File: config.mk
export PLATFORM = sky130hd
export DESIGN_NAME = intr_ctrl_flat
export DESIGN_NICKNAME = d
export VERILOG_FILES = /design/src/rtl/intr_ctrl_if.sv /design/src/rtl/intr_ctrl.sv /design/src/flat_wrapper.sv
export SDC_FILE = /design/constraint.sdc
export NUM_CORES = 1
export LEC_CHECK = 0
export CORE_UTILIZATION = 44
export CTS_CLUSTER_SIZE = 10
export DETAILED_ROUTE_END_ITERATION = 8
export HOLD_SLACK_MARGIN = 0.03
export PLACE_DENSITY = 0.78
export SLEW_MARGIN = 15
export SYNTH_ARGS = -nofsm -noshare
export SYNTH_HDL_FRONTEND = slang
export SYNTH_SLANG_ARGS = --single-unit
export TNS_END_PERCENT = 5
File: constraint.sdc
create_clock -name CLK -period 1.4 [get_ports CLK]
set_input_delay 0.28 -clock CLK [delete_from_list [all_inputs] [get_ports CLK]]
set_output_delay 0.28 -clock CLK [all_outputs]
set_load 0.01 [all_outputs]
File: src/rtl/intr_ctrl_if.sv
// Bus bundle between the interrupt controller and its MCU-side master.
// Handshake: the controller raises INTR with a stable INTR_ID; the master
// answers with ACK, which is honoured only on a clock edge where INTR=1.
// INTR then drops for at least two cycles before the next request.
// STATE is a debug view of the controller FSM encoding.
interface intr_ctrl_if #(
  parameter int NUM_CH = 8,
  parameter int ID_W   = $clog2(NUM_CH)
);
  logic [NUM_CH-1:0] IRQ;
  logic              MASK_WE;
  logic [NUM_CH-1:0] MASK_IN;
  logic              ACK;
  logic              INTR;
  logic [ID_W-1:0]   INTR_ID;
  logic [NUM_CH-1:0] PENDING;
  logic [NUM_CH-1:0] MASK;
  logic [1:0]        STATE;

  modport master (
    output IRQ, MASK_WE, MASK_IN, ACK,
    input  INTR, INTR_ID, PENDING, MASK, STATE
  );

  modport slave (
    input  IRQ, MASK_WE, MASK_IN, ACK,
    output INTR, INTR_ID, PENDING, MASK, STATE
  );
endinterface

File: src/rtl/intr_ctrl.sv
// Fixed-priority interrupt controller: rising-edge request latching,
// per-channel mask, one request presented at a time to the MCU.
// Optional macro INTR_CTRL_SYNC_EN adds a 2-flop synchronizer on every IRQ
// line ahead of edge detection (two extra cycles of latency).
module intr_ctrl #(
  parameter int NUM_CH = 8,
  parameter int ID_W   = $clog2(NUM_CH)
) (
  input  logic        CLK,
  input  logic        RST,
  intr_ctrl_if.slave  bus
);

  typedef enum logic [1:0] {
    ST_IDLE = 2'd0,
    ST_REQ  = 2'd1,
    ST_HOLD = 2'd2
  } state_t;

  state_t            r_state;
  logic              r_intr;
  logic [ID_W-1:0]   r_intr_id;
  logic [NUM_CH-1:0] r_pending;
  logic [NUM_CH-1:0] r_mask;
  logic [NUM_CH-1:0] r_irq_hist;

  logic [NUM_CH-1:0] w_irq_s;
  logic              w_hist_en;
  logic [NUM_CH-1:0] w_edge;
  logic [NUM_CH-1:0] w_ack_clr;
  logic [NUM_CH-1:0] w_req;
  logic [ID_W-1:0]   w_winner;

`ifdef INTR_CTRL_SYNC_EN
  logic [NUM_CH-1:0] r_sync1;
  logic [NUM_CH-1:0] r_sync2;
  logic [1:0]        r_sync_vld;

  // Two-stage synchronizer; r_sync_vld marks when r_sync2 carries real
  // line values so the history stays all-ones until then (a line held high
  // through reset is not mistaken for an edge).
  always_ff @(posedge CLK or posedge RST) begin
    if (RST) begin
      r_sync1    <= '0;
      r_sync2    <= '0;
      r_sync_vld <= '0;
    end else begin
      r_sync1    <= bus.IRQ;
      r_sync2    <= r_sync1;
      r_sync_vld <= {r_sync_vld[0], 1'b1};
    end
  end

  assign w_irq_s   = r_sync2;
  assign w_hist_en = r_sync_vld[1];
`else
  assign w_irq_s   = bus.IRQ;
  assign w_hist_en = 1'b1;
`endif

  // Edge-detect history; all-ones at reset so lines already high are ignored.
  always_ff @(posedge CLK or posedge RST) begin
    if (RST) begin
      r_irq_hist <= '1;
    end else if (w_hist_en) begin
      r_irq_hist <= w_irq_s;
    end
  end

  assign w_edge = w_irq_s & ~r_irq_hist;

  // One-hot clear of the presented channel when the MCU acknowledges in REQ.
  always_comb begin
    w_ack_clr = '0;
    if (r_state == ST_REQ && bus.ACK) begin
      w_ack_clr[r_intr_id] = 1'b1;
    end
  end

  // Pending latches: a new edge wins over a same-cycle acknowledge clear.
  always_ff @(posedge CLK or posedge RST) begin
    if (RST) begin
      r_pending <= '0;
    end else begin
      r_pending <= (r_pending & ~w_ack_clr) | w_edge;
    end
  end

  // Mask register; all channels disabled out of reset.
  always_ff @(posedge CLK or posedge RST) begin
    if (RST) begin
      r_mask <= '1;
    end else if (bus.MASK_WE) begin
      r_mask <= bus.MASK_IN;
    end
  end

  assign w_req = r_pending & ~r_mask;

  // Fixed priority: lowest index wins, so scan downward and let it overwrite.
  always_comb begin
    w_winner = '0;
    for (int i = NUM_CH - 1; i >= 0; i--) begin
      if (w_req[i]) begin
        w_winner = ID_W'(i);
      end
    end
  end

  // Presentation FSM; INTR and INTR_ID are registered here only.
  always_ff @(posedge CLK or posedge RST) begin
    if (RST) begin
      r_state   <= ST_IDLE;
      r_intr    <= 1'b0;
      r_intr_id <= '0;
    end else begin
      case (r_state)
        ST_IDLE: begin
          if (|w_req) begin
            r_intr_id <= w_winner;
            r_intr    <= 1'b1;
            r_state   <= ST_REQ;
          end
        end
        ST_REQ: begin
          if (bus.ACK) begin
            r_intr  <= 1'b0;
            r_state <= ST_HOLD;
          end
        end
        ST_HOLD: begin
          r_intr  <= 1'b0;
          r_state <= ST_IDLE;
        end
        default: begin
          r_intr  <= 1'b0;
          r_state <= ST_IDLE;
        end
      endcase
    end
  end

  assign bus.INTR    = r_intr;
  assign bus.INTR_ID = r_intr_id;
  assign bus.PENDING = r_pending;
  assign bus.MASK    = r_mask;
  assign bus.STATE   = r_state;

endmodule

File: src/flat_wrapper.sv
// flat-port wrapper written by rule: the top's interface ports become plain ports
module intr_ctrl_flat 
#(
  parameter int NUM_CH = 8,
  parameter int ID_W   = $clog2(NUM_CH)
)
  (CLK, RST, bus_IRQ, bus_MASK_WE, bus_MASK_IN, bus_ACK, bus_INTR, bus_INTR_ID, bus_PENDING, bus_MASK, bus_STATE);
  intr_ctrl_if #(.NUM_CH(NUM_CH), .ID_W(ID_W)) bus_i ();
  input  logic CLK;
  input  logic RST;
  input wire logic [$bits(bus_i.IRQ)-1:0] bus_IRQ;
  input wire logic [$bits(bus_i.MASK_WE)-1:0] bus_MASK_WE;
  input wire logic [$bits(bus_i.MASK_IN)-1:0] bus_MASK_IN;
  input wire logic [$bits(bus_i.ACK)-1:0] bus_ACK;
  output wire logic [$bits(bus_i.INTR)-1:0] bus_INTR;
  output wire logic [$bits(bus_i.INTR_ID)-1:0] bus_INTR_ID;
  output wire logic [$bits(bus_i.PENDING)-1:0] bus_PENDING;
  output wire logic [$bits(bus_i.MASK)-1:0] bus_MASK;
  output wire logic [$bits(bus_i.STATE)-1:0] bus_STATE;
  assign bus_i.IRQ = bus_IRQ;
  assign bus_i.MASK_WE = bus_MASK_WE;
  assign bus_i.MASK_IN = bus_MASK_IN;
  assign bus_i.ACK = bus_ACK;
  assign bus_INTR = bus_i.INTR;
  assign bus_INTR_ID = bus_i.INTR_ID;
  assign bus_PENDING = bus_i.PENDING;
  assign bus_MASK = bus_i.MASK;
  assign bus_STATE = bus_i.STATE;
  intr_ctrl #(.NUM_CH(NUM_CH), .ID_W(ID_W)) u_core (.CLK(CLK), .RST(RST), .bus(bus_i));
endmodule
# ---- Word-level counts from Yosys, hierarchy flattened
# Cells that the tools add are included.
dict set report totals {
  mem_bits_rw 0
  mem_bits_ro 0
  wordCells 41
  input_bits 20
  n_memories 0
  latchBits 0
  regBits 30
}
dict set report classes {
  n_shift 0
  n_mux 17
  n_mul 0
  add_sub_neg 0
  n_reduce_logical 6
  n_div 0
  eq_ne 3
  n_lt_le_gt_ge 2
  bitwise 7
}
# cell count
set op_table {}
lappend op_table {{$and A8 B8 Y8} 3}
lappend op_table {{$mux W3} 8}
lappend op_table {{$not A8 Y8} 3}
lappend op_table {{$mux W8} 1}
lappend op_table {{$or A8 B8 Y8} 1}
lappend op_table {{$reduce_or A8 Y1} 1}
lappend op_table {{$lt A3 B4 Y1 const B} 1}
lappend op_table {{$mux W2} 2}
lappend op_table {{$pmux W2 S2} 1}
lappend op_table {{$reduce_and A2 Y1} 2}
lappend op_table {{$demux W1 S3} 1}
lappend op_table {{$ge A3 B1 Y1 const B} 1}
lappend op_table {{$mux W1} 3}
lappend op_table {{$eq A2 B1 Y1 const B} 1}
lappend op_table {{$logic_and A1 B1 Y1} 2}
lappend op_table {{$logic_not A2 Y1} 1}
lappend op_table {{$ne A2 B1 Y1 const B} 1}
lappend op_table {{$ne A2 B2 Y1 const B} 1}
lappend op_table {{$pmux W1 S2} 1}

# ---- Longest topological paths before layout
dict set report logic_depth {
  ltp_word 10
  depth_mapped 4
  depth_no_buf 4
}

# ---- Worst setup path after synthesis
# OpenSTA, ideal clock, no wires.
dict set report synth_path {
  path_kind {register to register}
  start {register u_core.r_mask[3], in the netlist u_core.bus.MASK[3]}
  end {register u_core.r_state[0], in the netlist u_core.bus.STATE[0]}
  synth_period_minus_slack_ns 1.309
  setup_slack_ns 0.091
  arrival_ns 1.174
  n_path_buf 0
  required_time_ns 1.265
  stages_incl_launch_ff 5
  cell_sequence {dfstp_2 -> nand2b_2 -> o2111ai_4 -> nor4_1 -> a211oi_1}
}
dict set report synth_between {
  elab_chain_cells 5
}
# element line_no
set synth_rtl {}
lappend synth_rtl {{start, declared} intr_ctrl.sv:24} ;# logic [NUM_CH-1:0] r_mask;
lappend synth_rtl {{start signal, assigned} intr_ctrl.sv:94} ;# r_mask <= bus.MASK_IN;
lappend synth_rtl {{$not A8 Y8} intr_ctrl.sv:98} ;# assign w_req = r_pending & ~r_mask;
lappend synth_rtl {{$and A8 B8 Y8} intr_ctrl.sv:98}
lappend synth_rtl {{$reduce_or A8 Y1} intr_ctrl.sv:119} ;# if (|w_req) begin
lappend synth_rtl {{$ne A2 B1 Y1 (no line)} --}
lappend synth_rtl {{$reduce_and A2 Y1 (no line)} --}
lappend synth_rtl {{end signal, assigned} intr_ctrl.sv:122} ;# r_state <= ST_REQ;
lappend synth_rtl {{end signal, assigned} intr_ctrl.sv:128} ;# r_state <= ST_HOLD;
lappend synth_rtl {{end signal, assigned} intr_ctrl.sv:133} ;# r_state <= ST_IDLE;
lappend synth_rtl {{end, declared} intr_ctrl.sv:20} ;# state_t r_state;
# No other way between the ends.
# A chain may end at the register's enable or synchronous reset.

# ---- Final worst setup path
dict set report layout_path {
  start {register u_core.r_mask[2], in the netlist u_core.bus.MASK[2]}
  end {register u_core.r_state[0], in the netlist u_core.bus.STATE[0]}
}
# Same word-level chain as after synthesis.

==> out/results.txt <==
status: finished clean
GPL Wtd Cong: 0.794
slowest stage delay, CP: 570 ps
Hold WC Path Type: in2async
Final Hold Viols: 0
register area: 746 µm²
most frequent cells in the layout: 19 x clkdlybuf4s50_1, 16 x o21ai_0, 16 x dfstp_2
FMAX: 717 MHz
CTS tree: built
Fill cells: 190
clock root cell: clkbuf_4
residual DRC count: 0
Initial Utilization: 48.2%
core area: 2540 µm²
first-pass GRT wire length: 4370 µm
slew margin rel.: 82.6%
Critical Path Start Type: flop
Core Util, Final: 70.6%
latest clock arrival within the worst-skew pair: 340 ps
maximum vdd ir drop: 1.06 mV
layout cells sized above 1: 41.1%
CTS Buf Count: 5
commonest non-fill, non-tap cell in the layout: clkdlybuf4s50_1
Final Skew: 18.7 ps
final setup fails: 0
Max Cap Violations: 0
#FFs+latches synth: 29
CP max FO: 5
synth warn: 0
number of antenna diodes: 0
worst-margin pin slew: 261 ps
Cell Rows: 18
CP required: 1610 ps
Setup crit start: u_core.bus.MASK[2]
CTS Sinks: 29
static leakage power: 0.777 nW
Power Internal: 1.66 mW
Register-to-Register Path Depth: 4
GRT Total Usage: 22.4%
post-DP HPWL: 2020 µm
Die Wd: 54.8 µm
DRT antenna net count: 0
Tmin final: 1390 ps
Port Buffer Count: 41
PwrDens: 1420 nW/µm²
sequential share of power: 44.5%
number of global-route vias before repair: 920
count of pins over their slew limit: 0
Setup WS pre-CTS: -183 ps
Seq/Total Area, Yosys: 60.8%
Cell Area, Synth: 1230 µm²
Worst-path clk slew: 110 ps
Final Routed Wirelength: 2800 µm
crit path DAT: 1600 ps
largest net degree at the start of global routing: 30
nets@finish: 177
Combinational Power Share: 35.8%
crit-path cells: nand2b_4, o2111ai_4, nor4_2, a211oi_1
CTS H-Tree Depth: 2
area grow syn2layout: 46.5%
grt total ovfl: 0
CP max stage cell: dfstp_2
Setup crit end kind: flop
Tot Pwr: 2.55 mW
kind of critical path: reg2reg
Tcrit/Tclk final: 99.6%
net count after synthesis: 120
post-DR wirelength/cell: 14.9 µm
WHS: 280 ps
number of DRC markers in iteration 0: 15
Mapped Cells: 100
Die Footprint: 3000 µm²
clock share of power: 19.8%
RSZ-0062 raised after global routing: yes
Clock Tree Buf Depth: 2
Switching Share: 34.7%
IO Count: 42
Setup WS post-layout: 5.18 ps
post-synthesis cell type count: 32
Multi-input gate area: 455 µm²
die height: 54.8 µm
initial antenna violation count: 0
vias per inst: 5.21
R2R Path Start: u_core.bus.MASK[2]
Mean Syn Cell Area: 12.3 µm²
first drt pass iteration count: 4
total number of vias: 980
Sw Pwr: 0.883 mW
-- stage by stage --
stage | area, µm² | std cells | TNS, ps
finish | 1800 | 188 | 0
detailed placement | 1730 | 175 | -920
global placement | 1730 | 175 | -658
floorplan | 1230 | 100 | 0
CTS | 1770 | 186 | 0
global route | 1800 | 188 | -50.1
-- power groups by stage --
stage          Combinational (mW)  Sequential [mW]  Clock [mW]
2_1_floorplan               0.349             1.21           0
3_3_place_gp                0.897             1.15           0
3_5_place_dp                0.921             1.15           0
4_1_cts                     0.879             1.12       0.520
5_1_grt                     0.994             1.15       0.556
6_report                    0.911             1.13       0.503
-- worst max-delay path: cells and delay by family (launching register included) --
kind | cells | cell delay, ps
compound gates | 2 | 220
flops | 1 | 570
simple gates | 2 | 460
-- Yosys cell counts --
| cell type | n | area, µm² |
|---|---|---|
| nand4_1 | 1 | 6.26 |
| nand3_1 | 1 | 5.00 |
| o2bb2ai_1 | 1 | 8.76 |
| nand2b_4 | 1 | 13.8 |
| inv_1 | 11 | 41.3 |
| a31oi_1 | 1 | 6.26 |
| and3b_1 | 1 | 8.76 |
| o21ai_0 | 16 | 80.1 |
| o31ai_2 | 1 | 12.5 |
| nand2b_2 | 1 | 8.76 |
| a22oi_1 | 1 | 7.51 |
| nand2_2 | 2 | 12.5 |
| buf_2 | 1 | 5.00 |
| nor4_1 | 1 | 6.26 |
| and2b_2 | 1 | 8.76 |
| o2111ai_4 | 1 | 26.3 |
| a31o_2 | 1 | 8.76 |
| o211ai_1 | 1 | 7.51 |
| mux2_2 | 8 | 90.1 |
| a21oi_1 | 2 | 10.0 |
| o31ai_1 | 2 | 15.0 |
| or2b_1 | 1 | 7.51 |
| nand2_1 | 3 | 11.3 |
| buf_4 | 1 | 7.51 |
| dfrtp_1 | 13 | 325 |
| dfstp_2 | 16 | 420 |
| o21ai_1 | 1 | 5.00 |
| or2b_2 | 2 | 17.5 |
| nor2_1 | 1 | 3.75 |
| a211oi_1 | 1 | 7.51 |
| nor2b_1 | 1 | 6.26 |
| nand2b_1 | 4 | 25.0 |
-- cells by family (layout without fill, tap and decap cells) --
group | count (synthesis) | in the layout | synth area share [%]
flops | 29 | 29 | 60.8
simple gates | 21 | 21 | 11.5
mux | 8 | 8 | 7.35
buf+inv | 13 | 71 | 4.39
compound gates | 29 | 29 | 15.9
-- final cells by class --
type                       count  area share (%)
timing repair buffer          52            25.7
inverter                      11            2.30
tap                           30            2.09
multi-input combinational     58            25.3
clock inverter                 3           0.975
sequential                    29            41.5
clock buffer                   5            2.09
-- flip-flops by register name (all words and copies together), names as in the netlist --
register,count
u_core.bus.MASK,8
u_core.bus.PENDING,8
u_core.r_irq_hist,8
u_core.bus.INTR_ID,3
u_core.bus.STATE,2
-- worst paths after layout --
| kind | end | slack, ps |
|---|---|---|
| setup / recovery | u_core.bus.STATE[0] | 5 |
| min in group CLK | u_core.r_irq_hist[0] | 370 |
| max in group asynchronous | u_core.bus.MASK[0] | 870 |
| hold reg to reg | u_core.bus.PENDING[1] | 500 |
| hold / removal | u_core.bus.PENDING[2] | 280 |
| setup reg to reg | u_core.bus.STATE[0] | 5 |
-- routing by layer --
| metal | GRT usage (%) | wire (µm) |
|---|---|---|
| met4 | 11.5 | 48 |
| met1 | 27.8 | 1190 |
| met2 | 32.7 | 1360 |
| met5 | 0 | 0 |
| met3 | 9.72 | 202 |
-- repair_timing --
action,4_1_cts,5_1_grt
hold buffers,0,0
resized for setup,45,7
pin swaps,0,2
setup endpoints to repair,23,6
cloned,0,0
buffers inserted,3,2
(Power assumes the default switching activity.)
